### src/rtl/mr_idecode.sv
// RV32I decode stage: registers a decoded bundle for execute behind a valid/ready handshake.
// Define MR_ID_SKID_EN to add a one-entry skid buffer and a registered id_ready.
`ifndef XLEN
`define XLEN 32
`endif
`ifndef IMAXLEN
`define IMAXLEN 32
`endif

module mr_idecode #(
  parameter int XLEN    = `XLEN,
  parameter int IMAXLEN = `IMAXLEN
) (
  input  logic               clk,
  input  logic               rst,
  input  logic [IMAXLEN-1:0] inst,
  input  logic [XLEN-1:0]    inst_pc,
  input  logic               inst_valid,
  output logic               id_ready,
  input  logic               wb_pc_valid,
  output logic               ex_valid,
  input  logic               ex_ready,
  output logic [XLEN-1:0]    ex_pc,
  output logic [3:0]         ex_op,
  output logic [4:0]         ex_rd,
  output logic [4:0]         ex_rs1,
  output logic [4:0]         ex_rs2,
  output logic [XLEN-1:0]    ex_imm,
  output logic [2:0]         ex_funct3,
  output logic               ex_funct7b5,
  output logic               ex_illegal
);

  typedef enum logic [3:0] {
    OP_LUI = 4'd0, OP_AUIPC = 4'd1, OP_JAL = 4'd2, OP_JALR = 4'd3,
    OP_BRANCH = 4'd4, OP_LOAD = 4'd5, OP_STORE = 4'd6, OP_OPIMM = 4'd7,
    OP_OP = 4'd8, OP_FENCE = 4'd9, OP_SYSTEM = 4'd10, OP_ILLEGAL = 4'd15
  } op_e;

  typedef struct packed {
    logic [XLEN-1:0] pc;
    logic [3:0]      op;
    logic [4:0]      rd;
    logic [4:0]      rs1;
    logic [4:0]      rs2;
    logic [XLEN-1:0] imm;
    logic [2:0]      funct3;
    logic            funct7b5;
    logic            illegal;
  } bundle_t;

  logic [XLEN-1:0] imm_i, imm_s, imm_b, imm_u, imm_j;
  logic [2:0]      f3;
  logic [6:0]      f7;
  logic            legal;
  bundle_t         dec;

  assign f3    = inst[14:12];
  assign f7    = inst[31:25];
  assign imm_i = {{(XLEN-12){inst[31]}}, inst[31:20]};
  assign imm_s = {{(XLEN-12){inst[31]}}, inst[31:25], inst[11:7]};
  assign imm_b = {{(XLEN-12){inst[31]}}, inst[7], inst[30:25], inst[11:8], 1'b0};
  assign imm_u = XLEN'($signed({inst[31:12], 12'b0}));
  assign imm_j = {{(XLEN-20){inst[31]}}, inst[19:12], inst[20], inst[30:21], 1'b0};

  always_comb begin
    dec          = '0;
    legal        = 1'b1;
    dec.pc       = inst_pc;
    dec.funct3   = f3;
    dec.funct7b5 = inst[30];
    dec.rd       = inst[11:7];
    dec.rs1      = inst[19:15];
    dec.rs2      = inst[24:20];
    dec.op       = OP_ILLEGAL;
    case (inst[6:0])
      7'h37: begin dec.op = OP_LUI;   dec.imm = imm_u; end
      7'h17: begin dec.op = OP_AUIPC; dec.imm = imm_u; end
      7'h6F: begin dec.op = OP_JAL;   dec.imm = imm_j; end
      7'h67: begin dec.op = OP_JALR;  dec.imm = imm_i; legal = (f3 == 3'd0); end
      7'h63: begin
        dec.op = OP_BRANCH; dec.imm = imm_b;
        legal  = (f3 != 3'd2) && (f3 != 3'd3);
      end
      7'h03: begin
        dec.op = OP_LOAD; dec.imm = imm_i;
        legal  = (f3 != 3'd3) && (f3 != 3'd6) && (f3 != 3'd7);
      end
      7'h23: begin dec.op = OP_STORE; dec.imm = imm_s; legal = (f3 <= 3'd2); end
      7'h13: begin
        dec.op = OP_OPIMM; dec.imm = imm_i;
        // shift-immediates reuse the funct7 slot; other funct3 values are plain imm
        if (f3 == 3'd1)      legal = (f7 == 7'h00);
        else if (f3 == 3'd5) legal = (f7 == 7'h00) || (f7 == 7'h20);
      end
      7'h33: begin
        dec.op = OP_OP;
        legal  = (f7 == 7'h00) || ((f7 == 7'h20) && ((f3 == 3'd0) || (f3 == 3'd5)));
      end
      7'h0F: dec.op = OP_FENCE;
      7'h73: begin dec.op = OP_SYSTEM; dec.imm = imm_i; end
      default: legal = 1'b0;
    endcase

    if ((dec.op == OP_BRANCH) || (dec.op == OP_STORE)) dec.rd = '0;
    if ((dec.op != OP_BRANCH) && (dec.op != OP_STORE) && (dec.op != OP_OP)) dec.rs2 = '0;
    if ((dec.op == OP_LUI) || (dec.op == OP_AUIPC) || (dec.op == OP_JAL)) dec.rs1 = '0;

    if (!legal || (inst[1:0] != 2'b11)) begin
      dec.op  = OP_ILLEGAL;
      dec.rd  = '0;
      dec.rs1 = '0;
      dec.rs2 = '0;
      dec.imm = '0;
    end
    dec.illegal = (dec.op == OP_ILLEGAL);
  end

  bundle_t out_q, out_d;
  logic    ex_valid_q, ex_valid_d;
  logic    out_free, accept;

  assign out_free = !ex_valid_q || ex_ready;
  assign accept   = inst_valid && id_ready && !wb_pc_valid;

`ifdef MR_ID_SKID_EN
  bundle_t skid_q, skid_d;
  logic    skid_valid_q, skid_valid_d;

  assign id_ready = !skid_valid_q;

  always_comb begin
    out_d        = out_q;
    ex_valid_d   = ex_valid_q;
    skid_d       = skid_q;
    skid_valid_d = skid_valid_q;
    if (wb_pc_valid) begin
      ex_valid_d   = 1'b0;
      skid_valid_d = 1'b0;
    end else if (out_free) begin
      // a full skid entry blocks accept, so it is always the oldest word
      if (skid_valid_q) begin
        out_d        = skid_q;
        ex_valid_d   = 1'b1;
        skid_valid_d = 1'b0;
      end else begin
        out_d      = accept ? dec : out_q;
        ex_valid_d = accept;
      end
    end else if (accept) begin
      skid_d       = dec;
      skid_valid_d = 1'b1;
    end
  end

  always_ff @(posedge clk or negedge rst) begin
    if (!rst) begin
      skid_q       <= '0;
      skid_valid_q <= 1'b0;
    end else begin
      skid_q       <= skid_d;
      skid_valid_q <= skid_valid_d;
    end
  end
`else
  assign id_ready = out_free;

  always_comb begin
    out_d      = out_q;
    ex_valid_d = ex_valid_q;
    if (wb_pc_valid) begin
      ex_valid_d = 1'b0;
    end else if (accept) begin
      out_d      = dec;
      ex_valid_d = 1'b1;
    end else if (ex_ready) begin
      ex_valid_d = 1'b0;
    end
  end
`endif

  always_ff @(posedge clk or negedge rst) begin
    if (!rst) begin
      out_q      <= '0;
      ex_valid_q <= 1'b0;
    end else begin
      out_q      <= out_d;
      ex_valid_q <= ex_valid_d;
    end
  end

  assign ex_valid    = ex_valid_q;
  assign ex_pc       = out_q.pc;
  assign ex_op       = out_q.op;
  assign ex_rd       = out_q.rd;
  assign ex_rs1      = out_q.rs1;
  assign ex_rs2      = out_q.rs2;
  assign ex_imm      = out_q.imm;
  assign ex_funct3   = out_q.funct3;
  assign ex_funct7b5 = out_q.funct7b5;
  assign ex_illegal  = out_q.illegal;

endmodule

### config.mk
export PLATFORM = sky130hd
export DESIGN_NAME = mr_idecode
export DESIGN_NICKNAME = d
export VERILOG_FILES = /design/src/rtl/mr_idecode.sv
export SDC_FILE = /design/constraint.sdc
export NUM_CORES = 1
export LEC_CHECK = 0
export ABC_CLOCK_PERIOD_IN_PS = 1600
export BUFFER_PORTS_ARGS = -buffer_cell sky130_fd_sc_hd__buf_2
export CELL_PAD_IN_SITES_DETAIL_PLACEMENT = 1
export CELL_PAD_IN_SITES_GLOBAL_PLACEMENT = 1
export CORE_AREA = 2 2 116 118
export CTS_BUF_LIST = sky130_fd_sc_hd__clkbuf_4 sky130_fd_sc_hd__clkbuf_8
export DETAILED_ROUTE_END_ITERATION = 16
export DIE_AREA = 0 0 118 120
export GPL_ROUTABILITY_DRIVEN = 0
export PLACE_DENSITY = 0.84
export SYNTH_ARGS = -nofsm -noshare
export SYNTH_HDL_FRONTEND = slang
export SYNTH_SLANG_ARGS = --single-unit
### constraint.sdc
create_clock -name clk -period 1.6 [get_ports clk]
set_clock_uncertainty 0.2 [all_clocks]
set_input_delay 0.16 -clock clk [delete_from_list [all_inputs] [get_ports clk]]
set_output_delay 0.16 -clock clk [all_outputs]
set_load 0.02 [all_outputs]
* After elaboration in Yosys (flattened, before gate mapping)
Cells that the tools add are included.
** Word-level totals
- Memory bits (read-only) :: 0
- Input port bits :: 69
- Flip-flop bits (word level) :: 89
- Output and inout port bits :: 90
- Bits in writable memories :: 0
- Memories :: 0
- Bits in latches :: 0
- Logic and storage cells :: 78
** Operators by class
- Multipliers :: 0
- $lt $le $gt $ge :: 1
- Multiplexer cells :: 12
- Equal/unequal tests :: 27
- Bitwise gates (word level) :: 1
- Shift operators :: 0
- Reduce and logical (&&, ||, !) cells :: 27
- Div/mod/pow operators :: 0
- Add/subtract/negate cells :: 0
** Operators with widths (number)
- 32-bit case mux with 5 select lines :: 1
- 51-bit 2-to-1 mux :: 1
- 4-bit case mux with 11 select lines :: 1
- 7-bit by 6-bit == test with 1-bit output (second input constant) :: 4
- 7-bit == test (second input constant) :: 4
- 5-bit 2-to-1 mux :: 3
- 7-bit by 5-bit == test with 1-bit output (second input constant) :: 2
- 4-bit by 3-bit == test with 1-bit output (second input constant) :: 2
- 1-bit logical AND :: 8
- 1-bit logical OR :: 8
- 4-bit by 3-bit inequality test with 1-bit output (second input constant) :: 2
- 7-bit by 2-bit == test with 1-bit output (second input constant) :: 1
- 7-bit by 4-bit == test with 1-bit output (second input constant) :: 1
- 7-bit zero test :: 1
- 1-bit case mux with 7 select lines :: 1
- 3-bit by 2-bit inequality test with 1-bit output (second input constant) :: 2
- 3-bit inequality test (second input constant) :: 2
- 1-bit 2-to-1 mux :: 5
- 5-bit OR reduction :: 1
- 4-bit by 1-bit == test with 1-bit output (second input constant) :: 1
- 4-bit by 2-bit == test with 1-bit output (second input constant) :: 1
- 4-bit == test (second input constant) :: 1
- 4-bit zero test :: 1
- 4-bit inequality test (second input constant) :: 1
- 11 further kinds :: 13

* Depth between registers and ports, before layout
Gate-level depths: netlist (run 1).
- Word-level depth :: 9
- Gate-level depth with buffers :: 8
- Depth with buffers taken out :: 6

* Least setup slack after synthesis (run 1)
No wires, ideal clock.
- Path type :: flip-flop to flip-flop
- From :: register ex_valid_q, in the netlist ex_valid
- To :: register out_q (netlist bit ex_imm[11])
- Path slack :: -0.415 ns
- Setup time :: 0.104 ns
- Data arrival time :: 1.712 ns
- Stages on the path, launching flop included :: 8
- Required time :: 1.296 ns
- Period minus slack after synthesis :: 2.015 ns
- Cells stage by stage :: dfrtp_1 -> nor2b_1 -> inv_1 -> nand3b_1 -> clkbuf_1 -> clkbuf_1 -> nand2_1 -> o41ai_2
** On the way
- Longest elaborated chain between the ends :: 5
** RTL lines
- from (decl) :: line 120 : logic ex_valid_q, ex_valid_d;
- from (signal assigned) :: line 188 : ex_valid_q <= ex_valid_d;
- 1-bit zero test :: line 123 : assign out_free = !ex_valid_q || ex_ready;
- 1-bit logical OR :: line 123
- net id_ready :: line 19 : output logic id_ready,
- 1-bit logical AND (2 in a row) :: line 124 : assign accept = inst_valid && id_ready && !wb_pc_valid;
- 2-bit AND reduction (no source line)
- to (signal assigned) :: line 187 : out_q <= out_d;
- to (decl) :: line 119 : bundle_t out_q, out_d;
The timed path passes the listed nets, and every way through them passes these cells.
A chain may end at the register's enable or synchronous reset.

* Worst setup path after layout (run 1)
- From :: register ex_valid_q, in the netlist ex_valid
- To :: register out_q (netlist bit ex_imm[16])
** On the way
- Longest elaborated chain between the ends :: 5
** RTL lines (line)
- 1-bit zero test :: 123
- 1-bit logical OR :: 123
- 1-bit logical AND (2 in a row) :: 124
- 2-bit AND reduction (no source line)
Every way passes these cells.

==> flow_summary.yaml, run 1 <==
run_status:
  outcome: "finished with violations"
  violations: "setup timing"
yosys:
  netlist_area_sq_um: 4210
  synth_top_family_by_area: "simple AND/OR/NAND/NOR gates"
  synth_cells: 470
  synth_compound_gate_area_share_pct: 18.2
  synth_adder_area_share_pct: 0
  synthSimpleGateAreaFrac_pct: 23.3
  yosys_register_bits: 89
  muxShareOfSynthArea_pct: 0
  synth-seq-area-share_pct: 52.9
  synthXorXnorAreaFrac_pct: 0.416
  yosysWarnings: 0
  synth_edf_count: 0
  syn_area_per_cell_sq_um: 8.96
  synth_ff_type: "dfrtp_1"
  syn_nets: 539
  synth_cell_types: 49
  async_flop_share_pct: 100
critical_path:
  required_ns: 1.69
  cpMaxStageDelayCell: "dfrtp_2"
  cpMostUsedCell: "buf_12"
  end_kind: "flip-flop"
  startpoint_type: "flip-flop"
  reg2reg_depth: 7
  r2r-end: "ex_imm[16]"
  path_max_fanout: 17
  arrival_ns: 1.80
  reg2reg_slack_ns: -0.11
  crit_chain: "nor2b_4, inv_2, nand3b_1, buf_6, buf_12, buf_12, o31ai_2"
  crit_type: "reg -> reg"
  reg2reg_from: "ex_valid"
  cp_slowest_stage_delay_ns: 0.41
global_routing:
  first_global_vias: 5145
  grt_usage_pct: 24.3
  grt_pass1_wl_microns: 27000
  antenna_found_initial: 0
  overflow: 0
  grt_max_degree: 35
cts:
  cts_root_buffer: "clkbuf_8"
  cts_sinks: 89
  cts_buffers: 9
  clkTransAtPathRegs_ns: 0.09
  cts_tree: "yes"
  clock_path_buffers: 2
  h-tree-depth: 3
  clk_latency_ns: 0.37
timing:
  setup_viol: 61
  fmax_ghz: 0.586
  worst_hold_slack_ns: 0.0289
  post-route-period-util_pct: 107
  slew_headroom_pct: 75.1
  slew_viol_final: 0
  setup_ws_ns: -0.108
  tightestPinTransition_ns: 0.370
  hold_viol: 0
  min_period_ns: 1.71
  rsz0062_at_grt: "true"
placed_design:
  io_buffers: 158
  dp_hpwl_microns: 11300
detailed_routing:
  num_vias: 4755
  drt-vias-per-instance: 5.13
  wl_per_cell_microns: 19.3
  drc: 0
  drt-total-wl_microns: 17900
  drt_iter0_drc: 233
  ant_nets: 0
  dr.pass1.iters: 5
finish:
  antennaDiodeCount: 0
  multi_input_area_sq_um: 2050
  num-nets-final: 815
  fill_cells: 1484
  synthToLayoutAreaGrowth_pct: 66.6
  seq_area_sq_um: 2230
  finish.utilization_pct: 54.0
  drive_gt1_share_pct: 43.3
pwr:
  leakage_uw: 0.00350
  peakVddDrop_uv: 326
  p_per_area_nw_per_um2: 764
  finalPower_uw: 5360
min_path:
  hp-class: "in -> reg"
  min_to: "ex_funct3[0]"
  hold_path_depth: 4
  min_from: "inst[12]"
floorplanning:
  row_count: 42
  die_width_microns: 118
  initial_core_util_pct: 32.4
  dieArea_sq_um: 14200
  core_area_sq_um: 13000
  io-pin-count: 159
  die_y_microns: 120
flow_run:
  maxCapViolCount: 0
==> cell usage after synthesis, types with 2 or more instances <==
| master | count | area share, % |
|---|---|---|
| o31ai_2 | 7 | 2.1 |
| a21oi_1 | 23 | 2.7 |
| nor2b_1 | 4 | 0.59 |
| o21a_1 | 2 | 0.36 |
| a22oi_1 | 4 | 0.71 |
| inv_1 | 6 | 0.54 |
| clkbuf_1 | 18 | 1.6 |
| o22a_1 | 4 | 0.83 |
| nand2_1 | 174 | 16 |
| and3_1 | 8 | 1.2 |
| o21ai_1 | 9 | 1.1 |
| a31oi_1 | 2 | 0.30 |
| buf_2 | 6 | 0.71 |
| o22ai_1 | 2 | 0.30 |
| and2_1 | 2 | 0.30 |
| dfrtp_1 | 89 | 53 |
| nor3_1 | 4 | 0.48 |
| nor4_1 | 2 | 0.30 |
| nand3_1 | 16 | 1.9 |
| buf_1 | 3 | 0.27 |
| and4_1 | 2 | 0.42 |
| or3_1 | 2 | 0.30 |
| o21ai_0 | 11 | 1.3 |
| o31ai_1 | 30 | 5.4 |
| a21o_1 | 2 | 0.36 |
| nor2_1 | 9 | 0.80 |
| buf_6 | 7 | 1.9 |
==> where the power goes <==
part / internal (uW) / switching (uW)
Combinational: 577 / 778
Clock: 630 / 883
Sequential: 2400 / 89.9
Total: 3610 / 1750
==> worst max-delay path, delay by kind of cell (launching register included) <==
family,cells,cell delay (ns)
and+or+nand+nor,2,0.24
DFF,1,0.41
AOI/OAI and AO/OA,1,0.22
buffers and inverters,4,0.55
==> how the worst max path moves through the flow <==
stage | from | to | cells after the start
detailed placement | inst[26] | ex_imm[19] | 9
global route | ex_valid | ex_imm[23] | 7
CTS | ex_valid | ex_op[0] | 6
global placement | inst[26] | ex_imm[1] | 9
finish | ex_valid | ex_imm[16] | 7
floorplan | inst[14] | ex_imm[16] | 8
==> stage by stage <==
step | cell area (sq um) | TNS, ns | instances | worst slack [ns]
2_1_floorplan | 4310 | -7.60 | 470 | -0.157
3_3_place_gp | 5720 | -19.65 | 840 | -0.426
3_5_place_dp | 5720 | -23.39 | 840 | -0.508
4_1_cts | 6720 | -1.82 | 921 | -0.0742
5_1_grt | 7010 | -7.04 | 927 | -0.159
6_report | 7010 | -2.59 | 927 | -0.108
==> layout by cell type (no fill, tap or decap), types with 10 or more instances in the layout <==
cell type      instances
buf_2                152
buf_6                 10
o31ai_2               29
dlygate4sd3_1         60
nand2_1              166
nand3_1               15
buf_4                 60
buf_12                11
a21oi_1               20
dfrtp_1               88
clkbuf_8              10
==> logic make-up (layout without fill, tap and decap cells) <==
family,after synthesis,in the layout
AOI/OAI and AO/OA,107,107
DFF,89,89
and+or+nand+nor,231,231
xor gates and xnor gates,2,2
buffers and inverters,41,322
==> flip-flops by register name, indices dropped and copies added, names as in the netlist <==
signal       flops
ex_funct3        3
ex_funct7b5      1
ex_illegal       1
ex_imm          32
ex_op            4
ex_pc           32
ex_rd            5
ex_rs1           5
ex_rs2           5
ex_valid         1
==> what timing repair did <==
action	CTS	global route
gates resized for setup	29	48
setup endpoints to repair	76	87
hold buffers	60	0
hold endpoints to repair	164	0
pin swaps	7	3
buffers inserted	3	3
cloned	2	3
==> layer usage <==
layer / part of all wire (%) / up-vias / track usage, %
li1: - / 2163 / -
met1: 38 / 2361 / 27.4
met2: 53 / 190 / 43.9
met3: 5.2 / 41 / 4.52
met4: 3.3 / 0 / 12.0
met5: 0 / - / 0
==> area by class of cell <==
type	instances	share of cell area (%)
multi-input cells	340	29.3
clock buffers	11	2.07
well taps	176	3.14
repair buffers	300	32.9
inverters	6	0.321
flip-flops and latches	89	31.8
clock inverters	5	0.553
Note: power is estimated with default switching activity, not from simulation.
==> inputs of run 2 (changes only) <==
--- a/config.mk
+++ b/config.mk
@@ -8,13 +8,13 @@
 export ABC_CLOCK_PERIOD_IN_PS = 1600
 export BUFFER_PORTS_ARGS = -buffer_cell sky130_fd_sc_hd__buf_2
 export CELL_PAD_IN_SITES_DETAIL_PLACEMENT = 1
-export CELL_PAD_IN_SITES_GLOBAL_PLACEMENT = 1
-export CORE_AREA = 2 2 116 118
+export CELL_PAD_IN_SITES_GLOBAL_PLACEMENT = 2
+export CORE_AREA = 2 2 131 133
 export CTS_BUF_LIST = sky130_fd_sc_hd__clkbuf_4 sky130_fd_sc_hd__clkbuf_8
 export DETAILED_ROUTE_END_ITERATION = 16
-export DIE_AREA = 0 0 118 120
+export DIE_AREA = 0 0 133 135
 export GPL_ROUTABILITY_DRIVEN = 0
-export PLACE_DENSITY = 0.84
+export PLACE_DENSITY_LB_ADDON = 0.1
 export SYNTH_ARGS = -nofsm -noshare
 export SYNTH_HDL_FRONTEND = slang
 export SYNTH_SLANG_ARGS = --single-unit
==> flow_summary.yaml, run 2 (synthesis results as in run 1) <==
run_status:
  outcome: "finished with violations"
  violations: "setup timing"
global_routing:
  overflow: 0
  antenna_found_initial: 0
  grt_usage_pct: 18.0
  grt_max_degree: 90
  grt_pass1_wl_microns: 25300
  first_global_vias: 4662
detailed_routing:
  drt_iter0_drc: 162
  wl_per_cell_microns: 16.3
  drc: 0
  num_vias: 4451
  dr.pass1.iters: 4
  drt-vias-per-instance: 4.57
  drt-total-wl_microns: 15900
  ant_nets: 0
finish:
  antennaDiodeCount: 0
  multi_input_area_sq_um: 2080
  finish.utilization_pct: 43.2
  seq_area_sq_um: 2230
  final_common_cell: "nand2_1"
  fill_cells: 1964
  layout_common_cells: "nand2_1, buf_2, dfrtp_1"
  num-nets-final: 817
  synthToLayoutAreaGrowth_pct: 68.3
  drive_gt1_share_pct: 41.8
floorplanning:
  core_area_sq_um: 16400
  die_width_microns: 133
  initial_core_util_pct: 25.7
  io-pin-count: 159
  row_count: 47
  dieArea_sq_um: 18000
  die_y_microns: 135
timing:
  post-route-period-util_pct: 112
  fmax_ghz: 0.560
  min_period_ns: 1.79
  tightestPinTransition_ns: 0.508
  hold_viol: 0
  setup_ws_ns: -0.186
  tns_ns: -6.52
  setup_viol: 52
  rsz0062_at_grt: "true"
  slew_headroom_pct: 66.1
  slew_viol_final: 0
critical_path:
  startpoint: "inst[26]"
  cpMaxStageDelayCell: "nor4_4"
  arrival_ns: 1.87
  crit_chain: "buf_8, nor4_4, buf_4, buf_6, a311oi_2, nor3_2, a311o_1, nor2_4, buf_12, buf_12, o31ai_1"
  cpMostUsedCell: "buf_12"
  path_max_fanout: 10
  crit_type: "in -> reg"
  cp_slowest_stage_delay_ns: 0.27
  end_kind: "flip-flop"
  reg2reg_from: "ex_valid"
  startpoint_type: "primary input"
  required_ns: 1.68
cts:
  clkTransAtPathRegs_ns: 0.09
  cts_sinks: 89
  clk_latency_ns: 0.37
  cts_buffers: 9
  cts_tree: "yes"
  clock_path_buffers: 2
  h-tree-depth: 3
  cts_root_buffer: "clkbuf_8"
pwr:
  finalPower_uw: 5540
  p_per_area_nw_per_um2: 781
  leakage_uw: 0.00354
  peakVddDrop_uv: 412
placed_design:
  pre_cts_ws_ns: -0.675
  io_buffers: 158
  dp_hpwl_microns: 11300
min_path:
  min_from: "inst[30]"
  hp-class: "in -> reg"
flow_run:
  maxCapViolCount: 0
-- run 2: worst paths after layout --
kind / cells after the start / slack [ns] / to
min reg2reg: 2 / 0.26 / ex_pc[24]
max reg2reg: 6 / -0.15 / ex_op[0]
min: 4 / 0.05 / ex_imm[10]
max in group asynchronous: 3 / 0.61 / ex_valid
min in group asynchronous: 3 / 0.17 / ex_pc[15]
max: 11 / -0.19 / ex_rd[3]
-- run 2: final cells by class --
cell class	instances	area share [%]
multi-input cells	340	29.4
inverters	6	0.318
clock inverters	5	1.11
well taps	220	3.89
repair buffers	302	31.8
flip-flops and latches	89	31.5
clock buffers	11	2.05
-- run 2: metrics by stage --
| step | hold slack (ns) | area [sq um] | instances |
|---|---|---|---|
| floorplan | -0.336 | 4310 | 470 |
| global placement | 0.0500 | 5800 | 892 |
| detailed placement | 0.0568 | 5800 | 892 |
| CTS | 0.0345 | 6750 | 971 |
| global route | 0.0617 | 7080 | 973 |
| finish | 0.0511 | 7080 | 973 |
-- run 2: per-layer routing --
metal | global-route usage [%] | part of all wire [%] | wire length, microns | up-vias
li1 | - | - | - | 2159
met1 | 22.6 | 44 | 7020 | 2166
met2 | 31.5 | 51 | 8040 | 106
met3 | 2.67 | 3.2 | 508 | 20
met4 | 6.51 | 1.9 | 299 | 0
met5 | 0 | 0 | 0 | -
-- run 2: power by group --
group	total, uW	internal, uW	switching, uW
registers	2480	2400	78.0
clock network	1770	938	835
logic	1280	544	739
total	5540	3880	1650
-- run 2: worst max-delay path, delay by kind of cell --
family	cells	cell delay (ns)
buffers and inverters	5	0.68
AO/OA/AOI/OAI	3	0.54
AND/OR/NAND/NOR	3	0.48
-- run 2: repair_timing --
action,4_1_cts,5_1_grt
cloned,0,1
buffers inserted,5,2
endpoints found under the setup margin,78,83
hold buffers,59,0
endpoints found under the hold margin,162,0
pin swaps,4,5
gates resized for setup,21,57
